<file path="src/rtl/m_store_queue_if.sv">
// Store-queue bus: core store inputs, memory drain handshake and queue status.
// master = core/memory side, slave = the store queue itself.
interface m_store_queue_if #(parameter int DEPTH = 4);
  localparam int CW = $clog2(DEPTH) + 1;

  logic          st_valid;
  logic [1:0]    st_sel;
  logic [31:0]   st_addr;
  logic [31:0]   st_wdata;
  logic          st_ov;
  logic          st_ready;
  logic          ades;
  logic          mem_req;
  logic [31:0]   mem_addr;
  logic [31:0]   mem_wdata;
  logic [3:0]    mem_byteen;
  logic          mem_ack;
  logic [CW-1:0] sq_count;
  logic          sq_empty;

  modport master (
    output st_valid, st_sel, st_addr, st_wdata, st_ov, mem_ack,
    input  st_ready, ades, mem_req, mem_addr, mem_wdata, mem_byteen, sq_count, sq_empty
  );

  modport slave (
    input  st_valid, st_sel, st_addr, st_wdata, st_ov, mem_ack,
    output st_ready, ades, mem_req, mem_addr, mem_wdata, mem_byteen, sq_count, sq_empty
  );
endinterface

</file>
<file path="src/rtl/m_store_queue.sv">
// M-stage store unit: AdES check, lane alignment, DEPTH-entry FIFO draining over req/ack.
// Optional tail-entry write merging is built only when STQ_MERGE_EN is defined.
module m_store_queue_lane #(parameter int LANE = 0) (
  input  logic [1:0]  sel,
  input  logic [1:0]  boff,
  input  logic [31:0] wdata,
  output logic        be,
  output logic [7:0]  data
);
  localparam logic [1:0] LID = 2'(LANE);

  always_comb begin
    be   = 1'b0;
    data = 8'h00;
    case (sel)
      2'b00: begin be = 1'b1;              data = wdata[8*LANE +: 8]; end
      2'b01: begin be = (boff[1] == LID[1]); data = LID[0] ? wdata[15:8] : wdata[7:0]; end
      2'b10: begin be = (boff == LID);     data = wdata[7:0]; end
      default: ;
    endcase
  end
endmodule

module m_store_queue #(
  parameter int          DEPTH     = 4,
  parameter logic [31:0] DM_TOP    = 32'h2fff,
  parameter logic [31:0] TMR0_BASE = 32'h7f00,
  parameter logic [31:0] TMR1_BASE = 32'h7f10,
  parameter logic [31:0] INT_BASE  = 32'h7f20
) (
  input logic           clk,
  input logic           rst_n,
  m_store_queue_if.slave sq
);
  localparam int NUM_LANES = 4;
  localparam int AW        = $clog2(DEPTH);
  localparam int CW        = AW + 1;

  typedef struct packed {
    logic [29:0]                 waddr;
    logic [NUM_LANES-1:0][7:0]   data;
    logic [NUM_LANES-1:0]        be;
  } sq_ent_t;

  sq_ent_t       ent_q [DEPTH];
  logic [AW-1:0] head_q, tail_q;
  logic [CW-1:0] count_q;

  logic [31:0] a;
  logic        st, is_sw, is_sh, is_sb;
  logic        in_dm, in_t0, in_t1, in_int, cnt0, cnt1, bad, st_ok;
  logic        not_full, merge_hit, push, pop, req;
  logic [NUM_LANES-1:0]      new_be;
  logic [NUM_LANES-1:0][7:0] new_data;
  sq_ent_t     head;

  assign a     = sq.st_addr;
  assign st    = sq.st_valid && (sq.st_sel != 2'b11);
  assign is_sw = (sq.st_sel == 2'b00);
  assign is_sh = (sq.st_sel == 2'b01);
  assign is_sb = (sq.st_sel == 2'b10);

  assign in_dm  = (a <= DM_TOP);
  assign in_t0  = (a >= TMR0_BASE) && (a <= TMR0_BASE + 32'd11);
  assign in_t1  = (a >= TMR1_BASE) && (a <= TMR1_BASE + 32'd11);
  assign in_int = (a >= INT_BASE)  && (a <= INT_BASE + 32'd3);
  assign cnt0   = (a >= TMR0_BASE + 32'd8) && (a <= TMR0_BASE + 32'd11);
  assign cnt1   = (a >= TMR1_BASE + 32'd8) && (a <= TMR1_BASE + 32'd11);

  assign bad = (is_sw && (a[1:0] != 2'b00)) || (is_sh && a[0])
            || ((is_sh || is_sb) && (in_t0 || in_t1)) || cnt0 || cnt1 || sq.st_ov
            || !(in_dm || in_t0 || in_t1 || in_int);
  assign sq.ades = st && bad;
  assign st_ok   = st && !bad;

  for (genvar i = 0; i < NUM_LANES; i++) begin : g_lane
    m_store_queue_lane #(.LANE(i)) u_lane (
      .sel   (sq.st_sel),
      .boff  (a[1:0]),
      .wdata (sq.st_wdata),
      .be    (new_be[i]),
      .data  (new_data[i])
    );
  end

`ifdef STQ_MERGE_EN
  logic [AW-1:0] tail_m1;
  assign tail_m1 = tail_q - 1'b1;
  // Tail must not be the head, otherwise the bytes could change under an in-flight request.
  assign merge_hit = st_ok && (count_q >= CW'(2)) && in_dm
                  && (ent_q[tail_m1].waddr == a[31:2]);
`else
  assign merge_hit = 1'b0;
`endif

  assign not_full    = (count_q < CW'(DEPTH));
  assign sq.st_ready = not_full || merge_hit;
  assign push        = st_ok && !merge_hit && not_full;
  assign req         = (count_q != '0);
  assign pop         = req && sq.mem_ack;

  always_ff @(posedge clk or negedge rst_n) begin
    if (!rst_n) begin
      head_q  <= '0;
      tail_q  <= '0;
      count_q <= '0;
    end else begin
      if (push) tail_q <= tail_q + 1'b1;
      if (pop)  head_q <= head_q + 1'b1;
      count_q <= count_q + CW'(push) - CW'(pop);
    end
  end

  // Payload needs no reset: outputs are gated by mem_req, which is count-based.
  always_ff @(posedge clk) begin
    if (push) begin
      ent_q[tail_q].waddr <= a[31:2];
      ent_q[tail_q].data  <= new_data;
      ent_q[tail_q].be    <= new_be;
    end
`ifdef STQ_MERGE_EN
    else if (merge_hit) begin
      ent_q[tail_m1].be <= ent_q[tail_m1].be | new_be;
      for (int i = 0; i < NUM_LANES; i++)
        if (new_be[i]) ent_q[tail_m1].data[i] <= new_data[i];
    end
`endif
  end

  assign head          = ent_q[head_q];
  assign sq.mem_req    = req;
  assign sq.mem_addr   = req ? {head.waddr, 2'b00} : 32'h0;
  assign sq.mem_wdata  = req ? head.data : 32'h0;
  assign sq.mem_byteen = req ? head.be : 4'h0;
  assign sq.sq_count   = count_q;
  assign sq.sq_empty   = (count_q == '0);
endmodule

</file>
<file path="src/flat_wrapper.sv">
// flat-port wrapper written by rule: the top's interface ports become plain ports
module m_store_queue_flat 
#(
  parameter int          DEPTH     = 4,
  parameter logic [31:0] DM_TOP    = 32'h2fff,
  parameter logic [31:0] TMR0_BASE = 32'h7f00,
  parameter logic [31:0] TMR1_BASE = 32'h7f10,
  parameter logic [31:0] INT_BASE  = 32'h7f20
)
  (clk, rst_n, sq_st_valid, sq_st_sel, sq_st_addr, sq_st_wdata, sq_st_ov, sq_mem_ack, sq_st_ready, sq_ades, sq_mem_req, sq_mem_addr, sq_mem_wdata, sq_mem_byteen, sq_sq_count, sq_sq_empty);
  m_store_queue_if #(.DEPTH(DEPTH)) sq_i ();
  input logic clk;
  input logic rst_n;
  input wire logic [$bits(sq_i.st_valid)-1:0] sq_st_valid;
  input wire logic [$bits(sq_i.st_sel)-1:0] sq_st_sel;
  input wire logic [$bits(sq_i.st_addr)-1:0] sq_st_addr;
  input wire logic [$bits(sq_i.st_wdata)-1:0] sq_st_wdata;
  input wire logic [$bits(sq_i.st_ov)-1:0] sq_st_ov;
  input wire logic [$bits(sq_i.mem_ack)-1:0] sq_mem_ack;
  output wire logic [$bits(sq_i.st_ready)-1:0] sq_st_ready;
  output wire logic [$bits(sq_i.ades)-1:0] sq_ades;
  output wire logic [$bits(sq_i.mem_req)-1:0] sq_mem_req;
  output wire logic [$bits(sq_i.mem_addr)-1:0] sq_mem_addr;
  output wire logic [$bits(sq_i.mem_wdata)-1:0] sq_mem_wdata;
  output wire logic [$bits(sq_i.mem_byteen)-1:0] sq_mem_byteen;
  output wire logic [$bits(sq_i.sq_count)-1:0] sq_sq_count;
  output wire logic [$bits(sq_i.sq_empty)-1:0] sq_sq_empty;
  assign sq_i.st_valid = sq_st_valid;
  assign sq_i.st_sel = sq_st_sel;
  assign sq_i.st_addr = sq_st_addr;
  assign sq_i.st_wdata = sq_st_wdata;
  assign sq_i.st_ov = sq_st_ov;
  assign sq_i.mem_ack = sq_mem_ack;
  assign sq_st_ready = sq_i.st_ready;
  assign sq_ades = sq_i.ades;
  assign sq_mem_req = sq_i.mem_req;
  assign sq_mem_addr = sq_i.mem_addr;
  assign sq_mem_wdata = sq_i.mem_wdata;
  assign sq_mem_byteen = sq_i.mem_byteen;
  assign sq_sq_count = sq_i.sq_count;
  assign sq_sq_empty = sq_i.sq_empty;
  m_store_queue #(.DEPTH(DEPTH), .DM_TOP(DM_TOP), .TMR0_BASE(TMR0_BASE), .TMR1_BASE(TMR1_BASE), .INT_BASE(INT_BASE)) u_core (.clk(clk), .rst_n(rst_n), .sq(sq_i));
endmodule
</file>
<file path="config.mk">
export PLATFORM = sky130hd
export DESIGN_NAME = m_store_queue_flat
export DESIGN_NICKNAME = d
export VERILOG_FILES = /design/src/rtl/m_store_queue_if.sv /design/src/rtl/m_store_queue.sv /design/src/flat_wrapper.sv
export SDC_FILE = /design/constraint.sdc
export NUM_CORES = 1
export LEC_CHECK = 0
export BUFFER_PORTS_ARGS = -buffer_cell sky130_fd_sc_hd__buf_2
export CAP_MARGIN = 20
export CORE_MARGIN = 4
export CORE_UTILIZATION = 35
export DETAILED_ROUTE_END_ITERATION = 12
export GPL_TIMING_DRIVEN = 0
export HOLD_SLACK_MARGIN = 0.05
export SLEW_MARGIN = 20
export SYNTH_ARGS = -nofsm -noshare
export SYNTH_HDL_FRONTEND = slang
export SYNTH_SLANG_ARGS = --single-unit
</file>
<file path="constraint.sdc">
create_clock -name clk -period 8.3 [get_ports clk]
set_clock_uncertainty 0.2 [all_clocks]
set_input_delay 0.83 -clock clk [delete_from_list [all_inputs] [get_ports clk]]
set_output_delay 0.83 -clock clk [all_outputs]
set_load 0.01 [all_outputs]
</file>
==> impl_metrics.env <==
export IMPL_worst_ir_drop_vdd_mv=0.152
export IMPL_cp_end_kind="register"
export IMPL_total_negative_setup_slack_ns=0
export IMPL_rows=64
export IMPL_post_route_min_period_ns=3.98
export IMPL_setup_worst_path_start_class="primary input"
export IMPL_detailedRoute_firstIterationViolations=331
export IMPL_post_place_ws_ns=3.73
export IMPL_synthDominantCellAreaShare=0.714
export IMPL_slew_viol_final=0
export IMPL_worstSkewPairLatency_ns=0.53
export IMPL_yosys_area_top_type="edfxtp_1"
export IMPL_crit_type="primary input to register"
export IMPL_first_pass_iters=6
export IMPL_drive_gt1_frac=0.345
export IMPL_design_core_area_sq_mm=0.0309
export IMPL_leakagePower_nw=4.60
export IMPL_filler_cell_count=2760
export IMPL_max_clock_freq_mhz=251
export IMPL_layout_commonest_cell="edfxtp_1"
export IMPL_pwr_density_cell_mw_per_mm2=297
export IMPL_worst_hold_path_num_cells=1
export IMPL_mostFrequentLayoutCells="edfxtp_1, buf_2, nor2b_1, mux4_2, clkbuf_16"
export IMPL_crit_fanout=36
export IMPL_hold_path_class="primary input to register"
export IMPL_cts_resized=0
export IMPL_crit_required_ns=8.31
export IMPL_number_of_cells_on_the_worst_reg_to_reg_path=5
export IMPL_cp_endpoint="u_core.ent_q[0][34]$_DFFE_PP_"
export IMPL_crit_path_max_incr_delay_ns=0.61
export IMPL_crit_start="sq_st_sel[1]"
export IMPL_grt_pass1_vias=6310
export IMPL_synth_yosys_warnings=0
export IMPL_grt_max_degree=44
export IMPL_tritoncts="yes"
export IMPL_detailed_route_drc_error_count=0
export IMPL_start_util=0.359
export IMPL_setup_slack_ns=4.32
export IMPL_grt_setup_unrepaired="false"
export IMPL_ys_seq_elements=271
export IMPL_final_period_utilization=0.480
export IMPL_vias=5945
export IMPL_port_buffer_count=143
export IMPL_boundaryPins=146
export IMPL_ys_top_cells_by_area="edfxtp_1, mux4_2, nor2b_1"
export IMPL_setup_viol=0
export IMPL_finalPower_mw=3.97
export IMPL_worstPathArrival_ns=4.00
export IMPL_clkSinkCount=271
export IMPL_final_hold_violation_count=0
export IMPL_detailed_place_hpwl_um=17100
export IMPL_post_synth_inst_count=575
export IMPL_cp_cell_sequence="buf_2 -> inv_1 -> ha_1 -> or2_1 -> buf_6 -> a2111oi_2 -> and4_1 -> o21ai_2 -> a2111oi_4 -> and2_4 -> buf_16"
export IMPL_run_status="complete, no violations"
export IMPL_slew_headroom=0.328
export IMPL_wire_length_of_the_first_global_routing_pass_um=38400
export IMPL_dieWidth_um=186
export IMPL_drv_cap=0
export IMPL_hold_buffers=1
export IMPL_regArea_sq_mm=0.00810
export IMPL_synth_distinct_cells=44
export IMPL_critical_path_slowest_cell="and2_4"
export IMPL_worst_slew_pin_transition_ns=1.01
export IMPL_cts_root_buffer_cell="clkbuf_16"
export IMPL_detail_route_antenna_nets=0
export IMPL_synth_area_per_cell_sq_um=19.3
export IMPL_area_delta_synth_final_pct=20.3
export IMPL_overflow=0
export IMPL_finalHoldWorstSlack_ns=0.335
export IMPL_cts_setup_buffers=0
export IMPL_vias_per_cell=5.06
export IMPL_r2r_end="u_core.ent_q[0][34]$_DFFE_PP_"
export IMPL_die_area_sq_mm=0.0346
export IMPL_multi_input_comb_area_sq_mm=0.00282
export IMPL_finalWirelength_um=25700
export IMPL_cts_made_buffers=29
export IMPL_antenna_violations_before_repair=2
export IMPL_clock_tree_buffer_depth=3
export IMPL_dpl_cell_area_sq_mm=0.0124
export IMPL_htreeDepth=1
export IMPL_gp_congestion=0.850
export IMPL_nets=837
export IMPL_rr_startpoint="u_core.sq.sq_count[2]$_DFF_PN0_"
export IMPL_grt_total_usage=0.147
export IMPL_ff2ff_setup_slack_ns=5.59
export IMPL_stdcell_area_sq_mm=0.0134
export IMPL_synth_yosys_seq_area_share=0.730
export IMPL_dieHeight_um=186
export IMPL_clk_pin_slew_ns=0.05
export IMPL_post_synth_instance_area_sq_mm=0.0111
export IMPL_routedWlPerCell_um=21.9
## final cells by class
type	instances	area share
antenna	2	0.000375
sequential	271	0.607
clock buffer	36	0.0563
buffer	34	0.0110
timing repair buffer	148	0.0626
inverter	12	0.00337
multi-input combinational	259	0.211
tap	396	0.0371
clock inverter	16	0.0112
## power by group
part	internal, mW	switching, mW
Combinational	0.563	0.648
Sequential	1.52	0.00995
Clock	0.730	0.497
## worst max-delay path, delay by kind of cell
family / cells / cell delay, ns
buffers and inverters: 4 / 0.68
AO/OA/AOI/OAI: 3 / 1.02
adder cells (fa/ha/maj): 1 / 0.29
AND/OR/NAND/NOR: 3 / 1.14
## synthesized netlist by cell type
library cell	number
a22oi_1	16
or2_1	1
a21oi_1	8
a21o_1	1
nor4_1	3
inv_1	12
a2111oi_2	2
o21a_1	1
xor2_1	2
nor3b_1	2
nand2_1	6
edfxtp_1	264
fa_1	1
buf_6	1
clkbuf_1	19
nand4b_1	1
a21boi_0	1
a2111oi_4	1
nand4_1	1
and2_1	4
a221oi_1	1
a222oi_1	6
a31oi_1	2
nor2b_1	76
or4_1	1
buf_1	9
nor2_1	28
xnor2_1	3
o21ai_2	1
a211oi_1	2
conb_1	1
buf_4	2
nand3_1	2
nor4b_1	1
and4_1	1
mux2_4	1
buf_2	3
dfrtp_1	7
mux4_2	66
nor4_4	1
ha_1	10
or3_1	1
o21ba_2	1
nand3b_1	2
## worst min path at each step
| stage | from | endpoint | slack [ns] |
|---|---|---|---|
| 6_report | sq_st_addr[26] | u_core.ent_q[2][60]$_DFFE_PP_ | 0.34 |
| 5_1_grt | sq_st_addr[8] | u_core.ent_q[0][42]$_DFFE_PP_ | 0.32 |
| 4_1_cts | sq_st_addr[8] | u_core.ent_q[2][42]$_DFFE_PP_ | 0.31 |
| 3_3_place_gp | u_core.tail_q[1]$_DFFE_PN0P_ | u_core.tail_q[1]$_DFFE_PN0P_ | 0.37 |
| 2_1_floorplan | rst_n | u_core.head_q[0]$_DFFE_PN0P_ | 0.33 |
| 3_5_place_dp | u_core.tail_q[1]$_DFFE_PN0P_ | u_core.tail_q[1]$_DFFE_PN0P_ | 0.38 |
## metrics by stage
stage	utilization	cells
after global placement	0.399	1115
after floorplan	-	576
after CTS	0.432	1172
final	0.432	1174
after detailed placement	0.402	1119
after global routing	0.432	1174
## kinds of logic after synthesis
| group | Yosys count | share of synthesized area |
|---|---|---|
| flops | 271 | 0.730 |
| simple gates | 131 | 0.0685 |
| mux | 67 | 0.135 |
| buf+inv | 46 | 0.0172 |
| compound gates | 43 | 0.0320 |
| fa+ha+maj | 11 | 0.0131 |
| xor+xnor | 5 | 0.00394 |
| other cells | 1 | 0.000338 |
## sequential cells by signal, indices dropped and copies added (netlist names)
signal	cells
u_core.tail_q	2
u_core.head_q	2
u_core.ent_q	264
u_core.sq.sq_count	3
## layer usage
metal / vias to the layer above / wire length (um) / global-route usage
li1: 2661 / - / -
met1: 3063 / 11100 / 0.202
met2: 180 / 12900 / 0.248
met3: 41 / 1140 / 0.0205
met4: 0 / 569 / 0.0399
met5: - / 0 / 0
No activity file was read; power rests on OpenSTA's default activity.
